[config.mk]
export PLATFORM = sky130hd
export DESIGN_NAME = tc_binary
export DESIGN_NICKNAME = d
export VERILOG_FILES = /design/src/rtl/rns_tc_pkg.sv /design/src/rtl/tc_decode.sv /design/src/rtl/tc_binary.sv
export SDC_FILE = /design/constraint.sdc
export NUM_CORES = 1
export LEC_CHECK = 0
export ABC_AREA = 1
export BUFFER_PORTS_ARGS = -buffer_cell sky130_fd_sc_hd__buf_2
export CORE_ASPECT_RATIO = 1.2
export CORE_MARGIN = 10
export CORE_UTILIZATION = 59
export CTS_BUF_LIST = sky130_fd_sc_hd__clkbuf_4
export DETAILED_ROUTE_END_ITERATION = 12
export GPL_TIMING_DRIVEN = 0
export PLACE_DENSITY = 0.83
export SLEW_MARGIN = 20
export SYNTH_ARGS = -nofsm -noshare
export SYNTH_HDL_FRONTEND = slang
export SYNTH_SLANG_ARGS = --single-unit
[constraint.sdc]
create_clock -name clk -period 4.6 [get_ports clk]
set_clock_uncertainty 0.15 [all_clocks]
set_input_delay 0.46 -clock clk [delete_from_list [all_inputs] [get_ports clk]]
set_output_delay 0.46 -clock clk [all_outputs]
set_load 0.01 [all_outputs]
[src/rtl/rns_tc_pkg.sv]
// Shared constants and helpers for the RNS thermometer-code datapath.
// The thermometer-to-binary decoder and the binary-to-thermometer encoder
// both take their widths and modulus from here so they cannot drift apart.
// The optional TC_BUBBLE_CORRECT_EN build macro is not used here; it only
// affects tc_decode.
package rns_tc_pkg;

  // Residue channel geometry: a thermometer code of TC_W bits represents
  // residues 0..TC_W, so the modulus is TC_W + 1.
  localparam int TC_W    = 6;
  localparam int BIN_W   = 3;
  localparam int MODULUS = TC_W + 1;

  // Error counter width and its saturation value.
  localparam int                    ERR_CNT_W   = 8;
  localparam logic [ERR_CNT_W-1:0]  ERR_CNT_MAX = {ERR_CNT_W{1'b1}};

  // Classification of an incoming code.
  typedef enum logic {
    CODE_THERM  = 1'b0,
    CODE_BUBBLE = 1'b1
  } code_class_e;

  typedef logic [TC_W:1]    tc_code_t;
  typedef logic [BIN_W-1:0] residue_t;

  // Binary residue to LSB-first thermometer code (3 -> 000111).
  // Values at or above the modulus clamp to all ones.
  function automatic tc_code_t bin_to_tc(input residue_t value);
    tc_code_t code;
    code = '0;
    for (int i = 1; i <= TC_W; i++) begin
      code[i] = (i <= int'(value));
    end
    return code;
  endfunction

  // True when the code is a clean thermometer code (2**k - 1).
  function automatic logic is_thermometer(input tc_code_t code);
    logic [TC_W:0] ext;
    logic [TC_W:0] plus1;
    ext   = {1'b0, code};
    plus1 = ext + {{TC_W{1'b0}}, 1'b1};
    return ((ext & plus1) == '0);
  endfunction

endpackage

[src/rtl/tc_decode.sv]
// Purely combinational thermometer-to-binary decoder.
// Build macro: TC_BUBBLE_CORRECT_EN -- when defined, a code with bubbles is
// decoded to its popcount (best-effort correction); when undefined it decodes
// to 0. Either way a bubbled code raises err.
module tc_decode #(
  parameter int TC_W  = 6,
  parameter int BIN_W = 3
) (
  input  logic [TC_W:1]    tc,
  output logic [BIN_W-1:0] value,
  output logic             err
);

  import rns_tc_pkg::*;

  logic [TC_W:0]    tc_ext;
  logic [TC_W:0]    tc_plus1;
  logic [BIN_W-1:0] ones;
  code_class_e      code_class;

  // A clean code has the form 0..01..1, so adding one carries through every
  // set bit and leaves no overlap with the original value.
  always_comb begin
    tc_ext     = {1'b0, tc};
    tc_plus1   = tc_ext + {{TC_W{1'b0}}, 1'b1};
    code_class = ((tc_ext & tc_plus1) == '0) ? CODE_THERM : CODE_BUBBLE;
  end

  // Count of set bits; for a clean code this is exactly the residue.
  always_comb begin
    ones = '0;
    for (int i = 1; i <= TC_W; i++) begin
      ones = ones + BIN_W'(tc[i]);
    end
  end

  // Select the reported value and the error flag.
  always_comb begin
    err = (code_class == CODE_BUBBLE);
    if (code_class == CODE_THERM) begin
      value = ones;
    end else begin
`ifdef TC_BUBBLE_CORRECT_EN
      value = ones;
`else
      value = '0;
`endif
    end
  end

endmodule

[src/rtl/tc_binary.sv]
// Two-stage pipelined thermometer-to-binary converter with valid/ready
// handshakes on both sides and a saturating count of delivered error results.
// Stage 1 registers the raw code, stage 2 registers the decoded residue.
// Build macro: TC_BUBBLE_CORRECT_EN selects bubble correction in tc_decode.
// BIN_W must satisfy 2**BIN_W > TC_W so the largest residue fits.
module tc_binary #(
  parameter int TC_W  = rns_tc_pkg::TC_W,
  parameter int BIN_W = rns_tc_pkg::BIN_W
) (
  input  logic                             clk,
  input  logic                             rst,
  input  logic                             in_valid,
  output logic                             in_ready,
  input  logic [TC_W:1]                    in,
  output logic                             out_valid,
  input  logic                             out_ready,
  output logic [BIN_W-1:0]                 out,
  output logic                             err,
  output logic [rns_tc_pkg::ERR_CNT_W-1:0] err_count
);

  import rns_tc_pkg::*;

  logic             s1_valid;
  logic [TC_W:1]    s1_code;
  logic [BIN_W-1:0] dec_value;
  logic             dec_err;
  logic             s2_load;
  logic             out_fire;

  // Stage 2 can take new data when it is empty or its result leaves this
  // cycle; stage 1 drains into stage 2 under the same condition.
  always_comb begin
    s2_load  = !out_valid || out_ready;
    out_fire = out_valid && out_ready;
    in_ready = !rst && (!s1_valid || s2_load);
  end

  tc_decode #(
    .TC_W  (TC_W),
    .BIN_W (BIN_W)
  ) u_decode (
    .tc    (s1_code),
    .value (dec_value),
    .err   (dec_err)
  );

  // Stage 1: capture the raw code whenever there is room for it.
  always_ff @(posedge clk) begin
    if (rst) begin
      s1_valid <= 1'b0;
      s1_code  <= '0;
    end else if (in_ready) begin
      s1_valid <= in_valid;
      if (in_valid) begin
        s1_code <= in;
      end
    end
  end

  // Stage 2: register the decoded result; hold it while downstream stalls.
  always_ff @(posedge clk) begin
    if (rst) begin
      out_valid <= 1'b0;
      out       <= '0;
      err       <= 1'b0;
    end else if (s2_load) begin
      out_valid <= s1_valid;
      if (s1_valid) begin
        out <= dec_value;
        err <= dec_err;
      end
    end
  end

  // Count delivered error results, sticking at the maximum.
  always_ff @(posedge clk) begin
    if (rst) begin
      err_count <= '0;
    end else if (out_fire && err && (err_count != ERR_CNT_MAX)) begin
      err_count <= err_count + {{(ERR_CNT_W-1){1'b0}}, 1'b1};
    end
  end

endmodule

==> impl_metrics.csv <==
group,metric,value,unit
critical_path,cp-startpoint,"s1_code[1]$_SDFFE_PP0P_",
final_layout,antenna_cells,0,
final_layout,design_area,0.001239,mm2
final_layout,fin_util,0.7366,
critical_path,worstPathArrival,2570,ps
clocking,cts_tree,"done",
worst_hold_path,hold_class,"input pin to flop",
clocking,cts.sinks,20,
routing,highest_layer,"met4",
placed_design,placed_cell_area,0.001216,mm2
sta,fin_crit_sh,0.5547,
final_layout,areaGrowthSynthToFinish,14.32,%
critical_path,crit_path_end_kind,"flop",
power_and_ir_drop,p_int,0.0002281,W
sta,hold_violations,0,
routing,wl_per_cell,11.73,um
floorplanning,die_h,66.95,um
sta,final.setup.tns,0,ps
sta,maxSlewViolCount,0,
critical_path,path_class,"flop to flop",
clocking,root_buffer,"clkbuf_4",
power_and_ir_drop,cellPowerDensity,251.4,mW/mm2
clocking,clk_path_buf_depth,2,
critical_path,crit_required,4620,ps
routing,vias,1021,
yosys,synth_nets,168,
yosys,ys_warn_count,0,
clocking,ctsResizeCount,0,
final_layout,layout.cells.most_common_list,"41 x nand2_1, 22 x buf_2, 20 x dfxtp_1",
run_status,outcome,"finished clean",
power_and_ir_drop,p_sw_frac,0.2675,
global_routing,grt_pass1_wl,3926,um
floorplanning,die_area,0.003958,mm2
yosys,yosysSeqAreaShare,0.3695,
clocking,clk_latency,300,ps
yosys,yosys.area.top_type,"dfxtp_1",
final_layout,multi_input_area,585.6,um2
job,maxCapViolations,0,
yosys,synth_top_area_frac,0.3695,
power_and_ir_drop,peakVddDrop,179.0,uV
global_routing,track_usage,0.1238,
clocking,cts_max_level,1,
yosys,ys_seq_elements,20,
placed_design,place.port_buffers,22,
final_layout,layout_commonest_cell,"nand2_1",
routing,drc,0,
routing,totalWireLength,2287,um
sta,finalSetupViolCount,0,
floorplanning,ioPinCount,24,
yosys,synth_cell_types,21,
floorplanning,rows,16,
placed_design,pre_cts_slack,2048,ps
routing,ant_nets,0,
global_routing,grt_start_max_net_pins,11,
global_routing,grt_overflow,0,
final_layout,nets,195,
critical_path,r2r-start,"s1_code[1]$_SDFFE_PP0P_",
floorplanning,die_w,59.12,um
power_and_ir_drop,p_leak,0.5759,nW
clocking,cts_buffers,3,
critical_path,crit_fanout,4,
sta,max_freq,0.3919,GHz
sta,fin_crit,2551,ps
clocking,ctsHoldBuffers,0,
critical_path,cp-start-kind,"flop",
routing,drt-met1-wl,926,um
routing,via_per_inst,5.236,
floorplanning,start_util,0.6443,
final_layout,fillerInstances,153,
sta,rsz0062_at_grt,"no",
sta,slew_headroom,0.6405,
yosys,synth_area_leaders,"dfxtp_1 37%, nand2_1 14%, nand3_1 8.8%",
routing,route.met3.wl,61,um
global_routing,antenna_found_initial,0,
final_layout,drive_above_1_share,0.2203,
power_and_ir_drop,power_switching,0.00008329,W
final_layout,regArea,400.4,um2
worst_hold_path,min-delay-start,"in[5]",
yosys,synth_area_per_cell,7.129,um2
power_and_ir_drop,power,0.0003114,W
routing,routed-wl-met2,1269,um
power_and_ir_drop,pwr-share-comb,0.144,
power_and_ir_drop,power_frac_seq,0.596,
routing,drt_iter0_drc,38,
placed_design,hpwl,1893,um
global_routing,grt_pass1_vias,985,
floorplanning,coreArea,0.001682,mm2
sta,setup_ws,2049,ps
routing,firstDrtPassIters,4,
placed_design,place.gp.congestion,0.7859,
yosys,netlist_area,0.001084,mm2
yosys,synthCells,152,
clocking,clkTransAtPathRegs,110,ps
clocking,postCtsSetupRepairBufs,0,
sta,tightest_slew,539.2,ps
power_and_ir_drop,power_frac_clock,0.260,
area by class of cell:
class,count,area share
well taps,18,0.01818
flip-flops and latches,20,0.3232
repair buffers,22,0.08889
multi-input cells,106,0.4727
plain buffers,3,0.009091
inverters,23,0.06970
clock buffers,3,0.01818
flip-flops by register name, summed over array words and instances (netlist names):
signal     cells
out            3
err            1
s1_valid       1
err_count      8
s1_code        6
out_valid      1
stage by stage:
step	cells	hold WS, ps
5_1_grt	195	229.8
6_report	195	226.4
3_3_place_gp	192	299.7
3_5_place_dp	192	310.7
2_1_floorplan	152	304.8
4_1_cts	195	227.0
critical path, cell delays in order, from the launching register on:
cell and delay, ps:
dfxtp_1 400, inv_1 60, ha_1 310, fa_1 450
fa_1 370, inv_1 70, fa_1 400, inv_1 60
nor2_1 40, nand2_1 60, a21oi_1 50
synth_stat cells:
master    instances
nand4_1           2
o21ai_0           1
clkbuf_1          3
nand2_1          41
inv_2             4
fa_1              3
nand2_4           1
xnor2_1           1
nor2_4            2
xor2_1            2
nand2_2           2
nor2_1           15
nor3_2            1
nand3_1          19
o21ai_1           2
dfxtp_1          20
ha_1              3
o21bai_1          1
a21oi_1           6
inv_1            19
a21oi_2           4
cells by family (layout without fill, tap and decap cells):
group,after synthesis,in the layout,synth area share
AOI/OAI and AO/OA,14,14,0.08083
xor gates and xnor gates,3,3,0.02425
adders and majority gates,6,6,0.09008
buffers and inverters,26,51,0.09007
DFF,20,20,0.3695
and+or+nand+nor,83,83,0.3453
final timing paths:
check	end	slack (ps)	depth (start not counted)
max	out[1]$_SDFFE_PP0P_	2050	10
min	s1_code[5]$_SDFFE_PP0P_	230	3
max reg2reg	out[1]$_SDFFE_PP0P_	2050	10
min reg2reg	out[1]$_SDFFE_PP0P_	320	2
routing by layer:
| layer | vias up | track usage |
|---|---|---|
| met5 | - | 0 |
| met4 | 0 | 0.05747 |
| met3 | 4 | 0.02277 |
| met2 | 14 | 0.2408 |
| met1 | 477 | 0.1196 |
| li1 | 526 | - |
power groups by stage:
stage / combinational [W] / sequential (W) / clock, W
2_1_floorplan: 0.0000307 / 0.000189 / 0
3_3_place_gp: 0.0000443 / 0.000189 / 0
3_5_place_dp: 0.0000459 / 0.000189 / 0
4_1_cts: 0.0000461 / 0.000185 / 0.0000837
5_1_grt: 0.0000533 / 0.000186 / 0.0000896
6_report: 0.0000449 / 0.000185 / 0.0000810
Note: power is estimated with default switching activity, not from simulation.
